File: src/rtl/mult_div_unit_pkg.sv
// Shared definitions for the HI/LO multiply/divide unit: op encodings,
// controller states and small op-decode helpers.
package mult_div_unit_pkg;

  localparam logic [1:0] MDU_MULT  = 2'd0;
  localparam logic [1:0] MDU_MULTU = 2'd1;
  localparam logic [1:0] MDU_DIV   = 2'd2;
  localparam logic [1:0] MDU_DIVU  = 2'd3;

  typedef enum logic [1:0] {
    IDLE,
    CALC,
    FIX
  } mduState_e;

  function automatic logic isDivOp(input logic [1:0] mduOp);
    return !(mduOp == MDU_MULT || mduOp == MDU_MULTU);
  endfunction

  function automatic logic isSignedOp(input logic [1:0] mduOp);
    logic s;
    case (mduOp)
      MDU_MULT, MDU_DIV:   s = 1'b1;
      MDU_MULTU, MDU_DIVU: s = 1'b0;
      default:             s = 1'b0;
    endcase
    return s;
  endfunction

endpackage

File: src/rtl/mdu_step.sv
// One iteration of the unsigned engine: shift-add multiply or restoring divide.
// partial = {spare bit, upper half (acc / remainder), lower half (multiplier / quotient)}.
module mdu_step #(
  parameter int WIDTH = 32
) (
  input  logic [2*WIDTH:0]  partial,
  input  logic [WIDTH-1:0]  operand,
  input  logic              isDiv,
  output logic [2*WIDTH:0]  nextPartial
);

  logic [WIDTH:0]   sum;
  logic [WIDTH:0]   diff;
  logic [2*WIDTH:0] shifted;

  // Multiply adds the operand when the current multiplier bit is set, then
  // shifts right; divide shifts the dividend left into the remainder and
  // subtracts the divisor whenever it fits.
  always_comb begin
    sum         = partial[2*WIDTH:WIDTH] + (partial[0] ? {1'b0, operand} : '0);
    shifted     = {partial[2*WIDTH-1:0], 1'b0};
    diff        = shifted[2*WIDTH:WIDTH] - {1'b0, operand};
    nextPartial = {1'b0, sum, partial[WIDTH-1:1]};
    if (isDiv) begin
      if (shifted[2*WIDTH:WIDTH] >= {1'b0, operand})
        nextPartial = {diff, shifted[WIDTH-1:1], 1'b1};
      else
        nextPartial = shifted;
    end
  end

endmodule

File: src/rtl/mult_div_unit.sv
// Multi-cycle MULT/MULTU/DIV/DIVU engine owning HI/LO; also services MTHI/MTLO.
// Works on unsigned magnitudes for WIDTH steps, then applies sign correction.
module mult_div_unit
  import mult_div_unit_pkg::*;
#(
  parameter int WIDTH = 32
) (
  input  logic             clk,
  input  logic             reset,
  input  logic             start,
  input  logic [1:0]       op,
  input  logic [WIDTH-1:0] opA,
  input  logic [WIDTH-1:0] opB,
  input  logic             hiWe,
  input  logic             loWe,
  input  logic [WIDTH-1:0] wdata,
  output logic             busy,
  output logic             done,
  output logic [WIDTH-1:0] hi,
  output logic [WIDTH-1:0] lo
);

  localparam int CW = $clog2(WIDTH + 1);

  mduState_e        state;
  logic [CW-1:0]    counter;
  logic [2*WIDTH:0] partial;
  logic [2*WIDTH:0] nextPartial;
  logic [WIDTH-1:0] magB;
  logic [WIDTH-1:0] rawA;
  logic             opDiv;
  logic             negLo;
  logic             negHi;
  logic             divZero;

  logic             signA;
  logic             signB;
  logic [WIDTH-1:0] magA;
  logic [WIDTH-1:0] magBIn;
  logic [WIDTH-1:0] quot;
  logic [WIDTH-1:0] rem;
  logic [2*WIDTH-1:0] prod;
  logic [WIDTH-1:0] fixHi;
  logic [WIDTH-1:0] fixLo;

  mdu_step #(.WIDTH(WIDTH)) u_step (
    .partial     (partial),
    .operand     (magB),
    .isDiv       (opDiv),
    .nextPartial (nextPartial)
  );

  // Operand magnitudes; 0x80000000 stays 0x80000000 as an unsigned value.
  always_comb begin
    signA  = isSignedOp(op) & opA[WIDTH-1];
    signB  = isSignedOp(op) & opB[WIDTH-1];
    magA   = signA ? ('0 - opA) : opA;
    magBIn = signB ? ('0 - opB) : opB;
  end

  // Sign correction; divide by zero reports the raw dividend and all-ones.
  always_comb begin
    quot  = partial[WIDTH-1:0];
    rem   = partial[2*WIDTH-1:WIDTH];
    prod  = negLo ? ('0 - partial[2*WIDTH-1:0]) : partial[2*WIDTH-1:0];
    fixHi = prod[2*WIDTH-1:WIDTH];
    fixLo = prod[WIDTH-1:0];
    if (opDiv) begin
      if (divZero) begin
        fixHi = rawA;
        fixLo = '1;
      end else begin
        fixLo = negLo ? ('0 - quot) : quot;
        fixHi = negHi ? ('0 - rem) : rem;
      end
    end
  end

  // Controller: a start in IDLE beats any same-cycle MTHI/MTLO; starts and
  // writes arriving during CALC or FIX are dropped.
  always_ff @(posedge clk or posedge reset) begin
    if (reset) begin
      state   <= IDLE;
      busy    <= 1'b0;
      done    <= 1'b0;
      hi      <= '0;
      lo      <= '0;
      counter <= '0;
      partial <= '0;
      magB    <= '0;
      rawA    <= '0;
      opDiv   <= 1'b0;
      negLo   <= 1'b0;
      negHi   <= 1'b0;
      divZero <= 1'b0;
    end else begin
      done <= 1'b0;
      case (state)
        IDLE: begin
          if (start) begin
            partial <= {1'b0, {WIDTH{1'b0}}, magA};
            magB    <= magBIn;
            rawA    <= opA;
            opDiv   <= isDivOp(op);
            negLo   <= signA ^ signB;
            negHi   <= signA;
            divZero <= isDivOp(op) && (opB == '0);
            counter <= CW'(WIDTH);
            busy    <= 1'b1;
            state   <= CALC;
          end else begin
            if (hiWe) hi <= wdata;
            if (loWe) lo <= wdata;
          end
        end
        CALC: begin
          partial <= nextPartial;
          counter <= counter - 1'b1;
          if (counter == CW'(1)) state <= FIX;
        end
        FIX: begin
          hi    <= fixHi;
          lo    <= fixLo;
          done  <= 1'b1;
          busy  <= 1'b0;
          state <= IDLE;
        end
        default: state <= IDLE;
      endcase
    end
  end

endmodule

File: config.mk
export PLATFORM = sky130hd
export DESIGN_NAME = mult_div_unit
export DESIGN_NICKNAME = d
export VERILOG_FILES = /design/src/rtl/mult_div_unit_pkg.sv /design/src/rtl/mdu_step.sv /design/src/rtl/mult_div_unit.sv
export SDC_FILE = /design/constraint.sdc
export NUM_CORES = 1
export LEC_CHECK = 0
export ABC_AREA = 1
export BUFFER_PORTS_ARGS = -buffer_cell sky130_fd_sc_hd__buf_4
export CAP_MARGIN = 20
export CORE_ASPECT_RATIO = 0.7
export CORE_MARGIN = 10
export CORE_UTILIZATION = 40
export CTS_CLUSTER_SIZE = 12
export DETAILED_ROUTE_END_ITERATION = 7
export HOLD_SLACK_MARGIN = 0.03
export SLEW_MARGIN = 10
export SYNTH_ARGS = -nofsm -noshare
export SYNTH_HDL_FRONTEND = slang
export SYNTH_SLANG_ARGS = --single-unit
File: constraint.sdc
create_clock -name clk -period 18.5 [get_ports clk]
set_input_delay 1.85 -clock clk [delete_from_list [all_inputs] [get_ports clk]]
set_output_delay 1.85 -clock clk [all_outputs]
set_load 0.02 [all_outputs]
## Word-level counts from Yosys, hierarchy flattened

Cells that the tools add are included.

- Memories kept: 0
- Memory bits (writable): 0
- Memory bits (read-only): 0
- Word-level logic and storage cells: 81
- Bits in latches: 0
- Input bits: 103
- Output and inout bits: 66
- Bits in registers: 207

- Reductions and logical operators: 16
- Multipliers: 0
- Divide/modulo/power cells: 0
- Bitwise operators: 3
- Mux-type cells: 29
- Order comparisons: 1
- Add/sub/neg operators: 8
- Equal/unequal tests: 11
- Shift-type cells: 0

Operators with widths:

| operator | count |
|---|---|
| $mux 32 | 13 |
| $mux 65 | 3 |
| $pmux 65 s2 | 1 |
| $pmux 32 s2 | 2 |
| $sub 1x32->32 const A | 4 |
| $mux 64 | 1 |
| $sub 1x64->64 const A | 1 |
| $add 33x33->33 | 1 |
| $ge 33x32->1 | 1 |
| $sub 33x32->33 | 1 |
| $logic_not 32->1 | 1 |
| $pmux 6 s2 | 1 |
| $ne 2x2->1 const B | 5 |
| $reduce_and 2->1 | 4 |
| $eq 2x2->1 const B | 3 |
| $eq 6x1->1 const B | 1 |
| $mux 6 | 1 |
| $reduce_and 3->1 | 2 |
| $sub 6x1->6 const B | 1 |
| $eq 2x1->1 const B | 2 |
| $logic_not 2->1 | 2 |
| $mux 2 | 2 |
| $pmux 1 s2 | 2 |
| $pmux 2 s2 | 1 |
| 8 further kinds | 12 |

## Logic depth before layout (Yosys ltp)

- Depth after elaboration: 7
- Depth in mapped cells: 21

## Cells and area by module

A second synthesis with hierarchy kept.

- Cell total of the unflattened synthesis: 3279
- Area total of the unflattened synthesis: 19984.2 um2

Modules (own cells, without submodules):

| module | times used | area each (um2) | seq. area each (um2) | cells an instance |
|---|---|---|---|---|
| mult_div_unit | 1 | 13691.9 | 5180.0 | 1983 |
| mdu_step | 1 | 6292.3 | 0.0 | 1296 |

## Least setup slack after synthesis

No wires, ideal clock.

- Path type: input -> register
- Start: in opA[1]
- End: reg partial[20]
- Required time: 18413 ps
- Setup slack: 15246 ps
- Cell stages on the path: 10
- Data arrival time: 3167 ps
- Buffers on the path: 0
- Cell sequence: inv_1 > ha_1 > nand3_1 > nor3_2 > nand3_1 > nor2_1 > nand3_1 > nand3_1 > nand3_1 > a22oi_1

- Cells in the longest elaborated chain, start to end: 4

RTL lines:

| element | line | RTL |
|---|---|---|
| start, declared | mult_div_unit.sv:12 | `input logic [WIDTH-1:0] opA,` |
| $sub 1x32->32 | mult_div_unit.sv:57 | `magA = signA ? ('0 - opA) : opA;` |
| $mux 32 | mult_div_unit.sv:57 |  |
| $mux 65 | mult_div_unit.sv:100 | `if (start) begin` |
| $pmux 65 s2 | mult_div_unit.sv:98 | `case (state)` |
| end signal, assigned | mult_div_unit.sv:101 | `partial <= {1'b0, {WIDTH{1'b0}}, magA};` |
| end signal, assigned | mult_div_unit.sv:117 | `partial <= nextPartial;` |
| end, declared | mult_div_unit.sv:27 | `logic [2*WIDTH:0] partial;` |

No other way between the ends. The select of a mux whose other input is x is not followed.
A chain may end at the register's enable or synchronous reset.

## Worst setup path in the final report

- Start: in start
- End: reg partial[1]

- Cells in the longest elaborated chain, start to end: 2

RTL lines:

| element | line | RTL |
|---|---|---|
| start, declared | mult_div_unit.sv:10 | `input logic start,` |
| $ne 2x2->1 (no source line) | -- |  |
| $reduce_and 2->1 (no source line) | -- |  |

No other way between the ends.

==> run metrics <==
Register Area 0.00518 mm2; Reg clk slew, reported paths 0.06 ns; fraction of the mapped netlist area in compound gates 18.1%; Register-to-Register Setup Slack 14.33 ns; EDFF count, synth 0; Hold-fix buffers, CTS 0; pin count of the biggest net entering global routing 118; port buffer count 168; post-detailed-route wirelength per cell 23.1 um; cells after synthesis 3185; wire length reported by the detailed router 90.3 mm; number of instances on the worst hold path 2; average vias per placed instance 5.71; post-synth design cell area 0.0193 mm2; worst slew margin relative to its limit 30.2%; startpoint of the worst register-to-register path state[1]; Boundary Pins 169; via count of the routed design 22300; post-synthesis share of cell area spent on and, or, nand and nor gates 36.9%; setup TNS after final layout 0 ns; initial cell density of the core 40.4%; row cnt 67; final weighted congestion of routability-driven global placement 1.03; worst r2r dst partial[1]; maximum capacitance violations 0; vias in the first global route 20200; number of antenna violations at the first check in global routing 3; total of endpoints with negative setup slack in the final report 0; overall power after layout 1040 uW; drt initial violations 2734; Warnings, synthesis 0; Max clock buf depth 3; combinational family with the most area after synthesis simple AND/OR/NAND/NOR gates; width of the chip 283 um; startpoint of the most critical setup path start; Worst-Margin Slew 1.05 ns; TritonCTS Buffers 23; overall track demand over capacity in global routing 30.3%; arithmetic-cell share of the synthesized area counting full adders, half adders and majority gates 4.75%; multiplexer area fraction after synthesis 0%; area growth from synthesis to layout 12.8%; category of the worst setup path capture point flip-flop; run status completed; leakage power summed over all cells 0.0109 uW; flops & latches, synth 207; final worst path period share 25.6%; parity-gate share of the synthesized area counting xor and xnor cells 2.95%; proportion of layout cells with a drive suffix above 1 9.45%; total iterations of the first detailed-routing run 6; fill count 5187; leading cell types in the layout, fill and taps excluded nand2_1 (939), inv_1 (376), nor2_1 (338); leftover overflow at the end of global routing 0; Required @ worst endpoint 18.89 ns; net count after synthesis 3360; top cells by area, synth dfrtp_1 (27%), nand2_1 (18%), inv_1 (7.4%), o21ai_0 (7.3%), nor2_1 (6.7%); power density normalized to cell area 47.6 mW/mm2; clock sink count 207; CTS tree built; post-CTS repair timing setup buffer count 0; fin. max-slew vios 0; HPWL after detailed placement 72.4 mm; post-cts gate resize count 0; final antenna diode count 0; CP endpoint partial[1]; Final Hold Fails 0; post-detailed-route count of antenna-violating nets 0; H-Tree Level Count 1; insertion delay to the later sink of the worst-skew pair 0.56 ns; crit path launch type input pin; maximum vdd drop 0.0000541 V; top fanout value on the critical path 117; number of library cell types mapped by synthesis 50; average instance area after synthesis 6.06 um2; sequential element share of the synthesized area 26.8%; wire length of the first global-routing pass 132 mm; cell chosen for the clock root clkbuf_16; nets@finish 3452; remaining design rule violation count 0; highest attainable clock frequency 0.211 GHz; most common cell after layout, fill and taps aside nand2_1; Min Clock Period, post-route 4.74 ns; depth of the most critical reg-to-reg path 9; Fin Clk Skew 0.0236 ns; combined area of the multi-input logic cells 0.0121 mm2; Worst EP arrival 5.13 ns; asr flop ratio synth 100%; path type of the worst min-delay path reg -> reg; leading register cell type out of synthesis dfrtp_1; cell type contributing the most total cell area after synthesis dfrtp_1; classification of the worst setup path in -> reg; Die Footprint 0.0576 mm2; Core Footprint 0.0478 mm2; Chip Height 204 um; area share of the largest cell type after synthesis 26.8%; unrepaired setup endpoints after global routing false
registers in the layout, indices dropped and copies added (netlist names):
name     flops
partial     65
hi          32
lo          32
magB        32
rawA        32
counter      6
state        2
busy         1
divZero      1
done         1
negHi        1
negLo        1
opDiv        1
cells by family after synthesis:
logic type / after synthesis
AND/OR/NAND/NOR: 1689
adder cells (fa/ha/maj): 72
AO/OA/AOI/OAI: 635
flip-flops: 207
XOR/XNOR: 65
buffers and inverters: 517
where the power goes:
group	leakage, uW	total, uW	switching, uW	internal, uW
Combinational	0.00802	86.0	50.7	35.3
Sequential	0.00253	463	4.50	459
Clock	0.000371	487	209	278
Total	0.0109	1040	264	772
how the worst min path moves through the flow:
stage / startpoint / to / slack (ns)
6_report: lo[21] / lo[21] / 0.49
5_1_grt: rawA[29] / rawA[29] / 0.51
4_1_cts: lo[10] / lo[10] / 0.49
3_5_place_dp: rawA[26] / rawA[26] / 0.48
3_3_place_gp: lo[28] / lo[28] / 0.47
2_1_floorplan: rawA[10] / rawA[10] / 0.45
worst max-delay path, cell delays in order:
cell and delay [ns]:
buf_4 0.12, nand3_4 0.06, buf_4 0.78, inv_2 0.47
nor2_4 0.17, buf_4 0.59, inv_1 0.68, nand3_1 0.25
o21ai_0 0.11
metrics by stage:
stage | instance area [um2] | utilization [%] | hold WS (ns) | setup slack [ns] | instances
2_1_floorplan | 19300 | - | 0.448 | 11.00 | 3185
3_3_place_gp | 21000 | 44.0 | 0.468 | 13.32 | 3873
3_5_place_dp | 21000 | 44.0 | 0.475 | 13.22 | 3873
4_1_cts | 21800 | 45.6 | 0.491 | 13.80 | 3912
5_1_grt | 21800 | 45.6 | 0.513 | 13.42 | 3912
6_report | 21800 | 45.6 | 0.489 | 13.76 | 3912
layer usage:
metal	part of all wire, %	vias to the layer above	GRT usage, %	wire length, um
met4	1.0	8	3.34	941
met1	49	10700	48.2	43900
met3	14	64	12.4	12600
li1	-	10500	-	-
met5	0.27	-	2.56	240
met2	36	1071	36.8	32500
cell type report:
class	instances	area share [%]
Timing Repair Buffer	190	6.55
Sequential cell	207	23.8
Inverter	394	6.83
Clock inverter	6	0.448
Clock buffer	33	3.05
Tap cell	621	3.57
Multi-Input combinational cell	2461	55.7
cell usage after synthesis, drive strengths merged, types with 39 or more instances:
cell type  instances
a21oi            213
buf               48
clkbuf            75
dfrtp            207
ha                70
inv              392
nand2            952
nand3            252
nand4             39
nor2             360
o21ai            310
xor2              54
Note: power is estimated with default switching activity, not from simulation.
